## src/rtl/tff_pkg.sv

```systemverilog
// Shared constants and helpers for the T flip-flop up/down counter.
// Direction encoding plus a ceil-log2 helper for elaboration-time checks.
package tff_pkg;

  localparam logic DIR_UP   = 1'b1;
  localparam logic DIR_DOWN = 1'b0;

  // Number of bits needed to hold values 0..v-1.
  function automatic int tff_clog2(input int v);
    int r;
    int p;
    r = 0;
    p = 1;
    while (p < v) begin
      p = p * 2;
      r = r + 1;
    end
    return r;
  endfunction

endpackage

```

## src/rtl/tff_cell.sv

```systemverilog
// Single-bit T flip-flop with asynchronous active-high reset.
// qb is the complementary output of the same storage element.
module tff_cell #(
  parameter logic RST_VAL = 1'b0
) (
  input  logic clk,
  input  logic rst,
  input  logic t,
  output logic q,
  output logic qb
);

  logic state_q;

  always_ff @(posedge clk or posedge rst) begin
    if (rst) begin
      state_q <= RST_VAL;
    end else if (t) begin
      state_q <= ~state_q;
    end
  end

  assign q  = state_q;
  assign qb = ~state_q;

endmodule

```

## src/rtl/tff_updown_counter.sv

```systemverilog
// Modulo-N up/down counter built from a bank of T cells driven by a toggle mask.
// Priority per edge: rst > load > en > hold; wrap is tc delayed by one edge.
module tff_updown_counter
  import tff_pkg::*;
#(
  parameter int WIDTH   = 4,
  parameter int MODULUS = 16,
  parameter int RST_VAL = 0
) (
  input  logic             clk,
  input  logic             rst,
  input  logic             en,
  input  logic             up,
  input  logic             load,
  input  logic [WIDTH-1:0] d,
  output logic [WIDTH-1:0] q,
  output logic [WIDTH-1:0] qb,
  output logic             tc,
  output logic             wrap
);

  if (WIDTH < 1) begin : g_chk_width
    $error("tff_updown_counter: WIDTH must be >= 1");
  end
  if (MODULUS < 2 || tff_clog2(MODULUS) > WIDTH) begin : g_chk_mod
    $error("tff_updown_counter: MODULUS must satisfy 2 <= MODULUS <= 2**WIDTH");
  end
  if (RST_VAL < 0 || RST_VAL >= MODULUS) begin : g_chk_rst
    $error("tff_updown_counter: RST_VAL must be in 0..MODULUS-1");
  end

  // One extra bit so MODULUS = 2**WIDTH is representable in the compares.
  localparam int               XW       = WIDTH + 1;
  localparam logic [XW-1:0]    MOD_X    = XW'(MODULUS);
  localparam logic [XW-1:0]    MAX_X    = XW'(MODULUS - 1);
  localparam logic [WIDTH-1:0] MAX_W    = WIDTH'(MODULUS - 1);
  localparam logic [WIDTH-1:0] RST_BITS = WIDTH'(RST_VAL);

  logic [XW-1:0]    q_x;
  logic [XW-1:0]    d_x;
  logic [WIDTH-1:0] q_d;
  logic [WIDTH-1:0] toggle;
  logic             at_max;
  logic             at_zero;
  logic             wrap_q;
  logic             wrap_d;

  assign q_x     = {1'b0, q};
  assign d_x     = {1'b0, d};
  assign at_max  = (q_x == MAX_X);
  assign at_zero = (q_x == '0);

  always_comb begin
    q_d = q;
    if (load) begin
      q_d = (d_x < MOD_X) ? d : MAX_W;
    end else if (en) begin
      if (up == DIR_UP) begin
        q_d = at_max ? '0 : WIDTH'(q_x + XW'(1));
      end else begin
        q_d = at_zero ? MAX_W : WIDTH'(q_x - XW'(1));
      end
    end
  end

  assign toggle = q_d ^ q;

  for (genvar i = 0; i < WIDTH; i++) begin : g_cell
    tff_cell #(
      .RST_VAL(RST_BITS[i])
    ) u_cell (
      .clk(clk),
      .rst(rst),
      .t  (toggle[i]),
      .q  (q[i]),
      .qb (qb[i])
    );
  end

  assign tc = en & ~load & (((up == DIR_UP) & at_max) | ((up == DIR_DOWN) & at_zero));

  assign wrap_d = tc;

  always_ff @(posedge clk or posedge rst) begin
    if (rst) begin
      wrap_q <= 1'b0;
    end else begin
      wrap_q <= wrap_d;
    end
  end

  assign wrap = wrap_q;

endmodule

```

## config.mk

```make
export PLATFORM = sky130hd
export DESIGN_NAME = tff_updown_counter
export DESIGN_NICKNAME = d
export VERILOG_FILES = /design/src/rtl/tff_pkg.sv /design/src/rtl/tff_cell.sv /design/src/rtl/tff_updown_counter.sv
export SDC_FILE = /design/constraint.sdc
export NUM_CORES = 1
export LEC_CHECK = 0
export CELL_PAD_IN_SITES_DETAIL_PLACEMENT = 1
export CELL_PAD_IN_SITES_GLOBAL_PLACEMENT = 1
export CORE_MARGIN = 4
export CORE_UTILIZATION = 25
export CTS_CLUSTER_DIAMETER = 30
export DETAILED_ROUTE_END_ITERATION = 6
export PLACE_DENSITY = 0.75
export SYNTH_ARGS = -nofsm -noshare
export SYNTH_HDL_FRONTEND = slang
export SYNTH_SLANG_ARGS = --single-unit
export TNS_END_PERCENT = 10
```

## constraint.sdc

```tcl
create_clock -name clk -period 2.2 [get_ports clk]
set_input_delay 0.44 -clock clk [delete_from_list [all_inputs] [get_ports clk]]
set_output_delay 0.44 -clock clk [all_outputs]
set_load 0.05 [all_outputs]
```

# Yosys cells after proc, flatten, opt, wreduce, memory -nomap -nowiden
# Cells that the tools add are included.
[word_totals] mem_count=0 word_cells=28 regBits=5 mem_bits_rw=0 latch_bits=0 mem_bits_ro=0 out_inout_bits=10
[op_classes] n_mux=6 eq_ne=1 bitwise_logic=12 magnitude_cmp=1 n_addsub=2 n_mul=0 shift=0 n_div=0 n_reduce_logical=1
[op_table] operator="two-way mux 4 bit" n=6
[op_table] operator="NOT 1 bit" n=6
[op_table] operator="zero test 5 bit" n=1
[op_table] operator="less-than comparator 4 x 5 -> 1 bit (second input constant)" n=1
[op_table] operator="adder 4 x 1 -> 4 bit (second input constant)" n=1
[op_table] operator="bitwise AND 1 bit" n=4
[op_table] operator="== test 4 bit (second input constant)" n=1
[op_table] operator="subtractor 4 x 1 -> 4 bit (second input constant)" n=1
[op_table] operator="XOR 4 bit" n=1
[op_table] operator="OR 1 bit" n=1

# Depth between registers and ports, before layout
[depth] word_depth=6 mapped_depth=6

# Modules after synthesis
# A second synthesis with hierarchy kept.
[unflattened] hier_cells=62 hier_area_um2=506.7
[modules_own_cells] mod="tff_updown_counter" area_per_inst_um2=341.6 seq_area_each_um2=25.0 cells_per_inst=46 instances=1
[modules_own_cells] mod="tff_cell" area_per_inst_um2=41.3 seq_area_each_um2=25.0 cells_per_inst=4 instances=4

# Worst setup path after synthesis
# No wires, ideal clock.
[synth_timing] path_type="reg-to-output" from="reg g_cell[0].u_cell.state_q" to="out tc" path_stages_with_launch=5 slack_ps=-618 arrival_time_ps=2378 required_time_ps=1760 path_cell_list="dfrtp_1 -> inv_1 -> ha_1 -> or4b_4 -> a211oi_1"
[synth_between] elab_chain_len=4
[synth_rtl] item="start: declaration" line_no="tff_cell.sv:13" rtl="logic state_q;"
[synth_rtl] item="start signal: assignment" line_no="tff_cell.sv:19" rtl="state_q <= ~state_q;"
[synth_rtl] item="== test 4 bit or zero test 5 bit (tied branches)" line_no="tff_updown_counter.sv:50, tff_updown_counter.sv:51"
[synth_rtl] item="bitwise AND 1 bit" line_no="tff_updown_counter.sv:80" rtl="assign tc = en & ~load & (((up == DIR_UP) & at_max) | ((up == DIR_DOWN) & at_zero));"
[synth_rtl] item="OR 1 bit (*)" line_no="tff_updown_counter.sv:80"
[synth_rtl] item="bitwise AND 1 bit (*)" line_no="tff_updown_counter.sv:80"
[synth_rtl] item="end: declaration" line_no="tff_updown_counter.sv:18" rtl="output logic tc,"
# Every way passes the cells marked *; elsewhere a longest branch is shown, timed or not.

# Final worst setup path
# Same ends and word-level chain as after synthesis.

==> flow_summary.ini <==
[routing]
via_per_inst = 4.92
wl_um = 1360
drtPass1Iterations = 2
vias = 438
drt_iter0_markers = 1
drc = 0
postRouteAntennaNets = 0
wire_per_inst_um = 15.3

[finish]
stdcell_area_sq_um = 688
fin_cells = 89
fillers = 183
final_nets = 85
drive_above_1_share = 0.274
n_antenna_cell = 0
area_delta_synth_final_pct = 69.2
fin_util = 0.452

[floorplanning]
ios = 19
start_util = 0.267
core.rowCount = 14
dieArea_sq_um = 2340
die_h_um = 48.3
die_w_um = 48.3
core_sq_um = 1520

[grt]
grtUsageTotal = 0.121
grt_overflow = 0
grt_pass1_vias = 452
grt_max_degree = 10
grt_pass1_wl_um = 2150
antenna_found_initial = 0

[synth]
ys_types = 21
async_flop_share = 1.00
synth_area_leader_cell = dfrtp_1
synth_seq_cells = 5
syn_avg_cell_area_sq_um = 8.30
synth-seq-area-share = 0.308
synth_warnings = 0
synth_flop_cell = dfrtp_1
synth_nets = 60
yosysMostFrequentCell = buf_4
synth_top_area_share = 0.308
ys_top_cells_by_area = dfrtp_1 31%, buf_4 15%, ha_1 6.2%
syn-cell-area_sq_um = 407
netlist_top_cells_count = 8 x buf_4, 6 x inv_1, 5 x dfrtp_1
synth_edf_count = 0
synthCells = 49

[worst_setup_path]
crit_family = simple AND/OR/NAND/NOR gates
cp-start-kind = flip-flop
cpPeakStageDelay_ns = 0.48
timing.rr.start = g_cell[0].u_cell.q
slowest_stage = or4b_4
path_buf_inv = 2
worstSetupPathType = reg -> out
critPathMaxFanout = 2
r2r_end = wrap
critPathArrivalTime_ns = 1.83
reg2reg_depth = 6
cp-end-kind = output port
required_ns = 1.76
rrSetupSlack_ns = 0.51
path_cells = inv_2 -> ha_4 -> or4b_4 -> a211oi_4 -> buf_12

[timing]
max_freq_mhz = 441
relSlewSlack = 0.657
finalSetupViolCount = 1
maxSlewViolCount = 0
hold_viol = 0
skew_ns = 0.00193
period_needed_ns = 2.27
fin_ws_ns = -0.0652
rsz0062_at_grt = yes
worst_slew_pin_slew_ns = 0.514
fin_crit_sh = 1.03

[hold_path]
worstHoldPathType = in -> async

[power]
p_leak_uw = 0.000313
power_per_cell_area_nw_per_um2 = 672
finalPower_uw = 462
ir_drop_uv = 381

[clock_tree]
clock_latency_ns = 0.25
clockBufferDepth = 2
cts-root-buf = clkbuf_4
cts_buffers = 3
htree_num_levels = 1
cts_tree = built
clkTransAtPathRegs_ns = 0.05
cts_sinks = 5

[run_status]
status = finished with violations
violations = setup timing

[place]
gp_congestion = 0.773
post-place-cells = 78
portBuffers = 18
dp_hpwl_um = 871
post_dp_cell_area_sq_um = 596
dp_slack_ns = -0.0858

[run]
maxCapViolCount = 0
==> flip-flops by register name (all words and copies together), names as in the netlist <==
register	flops
g_cell.u_cell.q	4
wrap	1
==> kinds of logic (layout without fill, tap and decap cells) <==
logic type      after synthesis  after routing  share of synthesized area
buf+inv                      15             39                      0.212
compound gates               14             14                      0.218
simple gates                 10             10                      0.132
flops                         5              5                      0.308
fa+ha+maj                     2              2                     0.0615
xor+xnor                      2              2                     0.0431
mux                           1              1                     0.0246
==> worst register-to-register path: stages, from the launching register on <==
cell      delay (ns)
dfrtp_1         0.40
inv_2           0.10
ha_4            0.14
or4b_4          0.48
a211oi_4        0.28
buf_4           0.16
buf_4           0.09
==> how the worst max path moves through the flow <==
stage,from,endpoint,slack (ns),cells after the start
final,g_cell[0].u_cell.q,tc,-0.07,5
after global routing,g_cell[0].u_cell.q,tc,-0.12,5
after CTS,g_cell[1].u_cell.q,tc,-0.06,5
after detailed placement,up,tc,-0.09,4
after global placement,up,tc,-0.09,4
after floorplan,g_cell[0].u_cell.q,tc,0.03,4
==> metal layers <==
metal / part of all wire / wire length [um] / vias up / track usage
met1: 0.42 / 572 / 208 / 0.127
li1: - / - / 212 / -
met3: 0.057 / 77 / 2 / 0.0583
met4: 0.0088 / 12 / 0 / 0.0645
met2: 0.51 / 698 / 16 / 0.196
met5: 0 / 0 / - / 0
==> layout by cell type, fill, tap and decap left out <==
cell	count
clkbuf_4	3
ha_1	1
inv_2	2
clkbuf_1	1
o311a_1	1
xnor2_1	1
ha_4	1
nand4_1	2
o21ai_0	4
o41ai_1	1
a21oi_1	4
buf_4	11
inv_1	4
dlymetal6s2s_1	1
nand2_1	3
xor2_1	1
buf_12	1
or4b_4	1
a21o_1	1
mux2i_1	1
nor2_1	3
a311oi_1	1
a31oi_1	1
clkdlybuf4s50_1	15
dlygate4sd2_1	1
nor3_1	1
dfrtp_1	5
a211oi_4	1
==> cell type report <==
cell class	instances	area, sq um	share of cell area
Timing Repair Buffer	29	274	0.398
Multi-Input combinational cell	29	220	0.320
Sequential cell	5	125	0.182
Clock buffer	4	26.3	0.0382
Inverter	6	22.5	0.0327
Tap cell	16	20.0	0.0291
==> power breakdown <==
part           total [uW]  switching (uW)  internal (uW)  leakage, uW
clock                 115            46.1           69.1    0.0000150
sequential            115            13.3            102    0.0000621
combinational         232             136           96.4     0.000236
==> metrics by stage <==
stage | hold slack, ns | setup TNS (ns)
3_3_place_gp | 0.664 | -0.0875
4_1_cts | 0.401 | -0.0610
3_5_place_dp | 0.674 | -0.0858
6_report | 0.398 | -0.0652
5_1_grt | 0.400 | -0.123
2_1_floorplan | 0.219 | 0
==> what timing repair did <==
action / CTS / global route
gates resized for setup: 5 / 1
pin swaps: 3 / 2
setup endpoints to repair: 1 / 1
hold buffers: 0 / 0
buffers inserted: 4 / 3
Power figures use the tool's default switching activity.
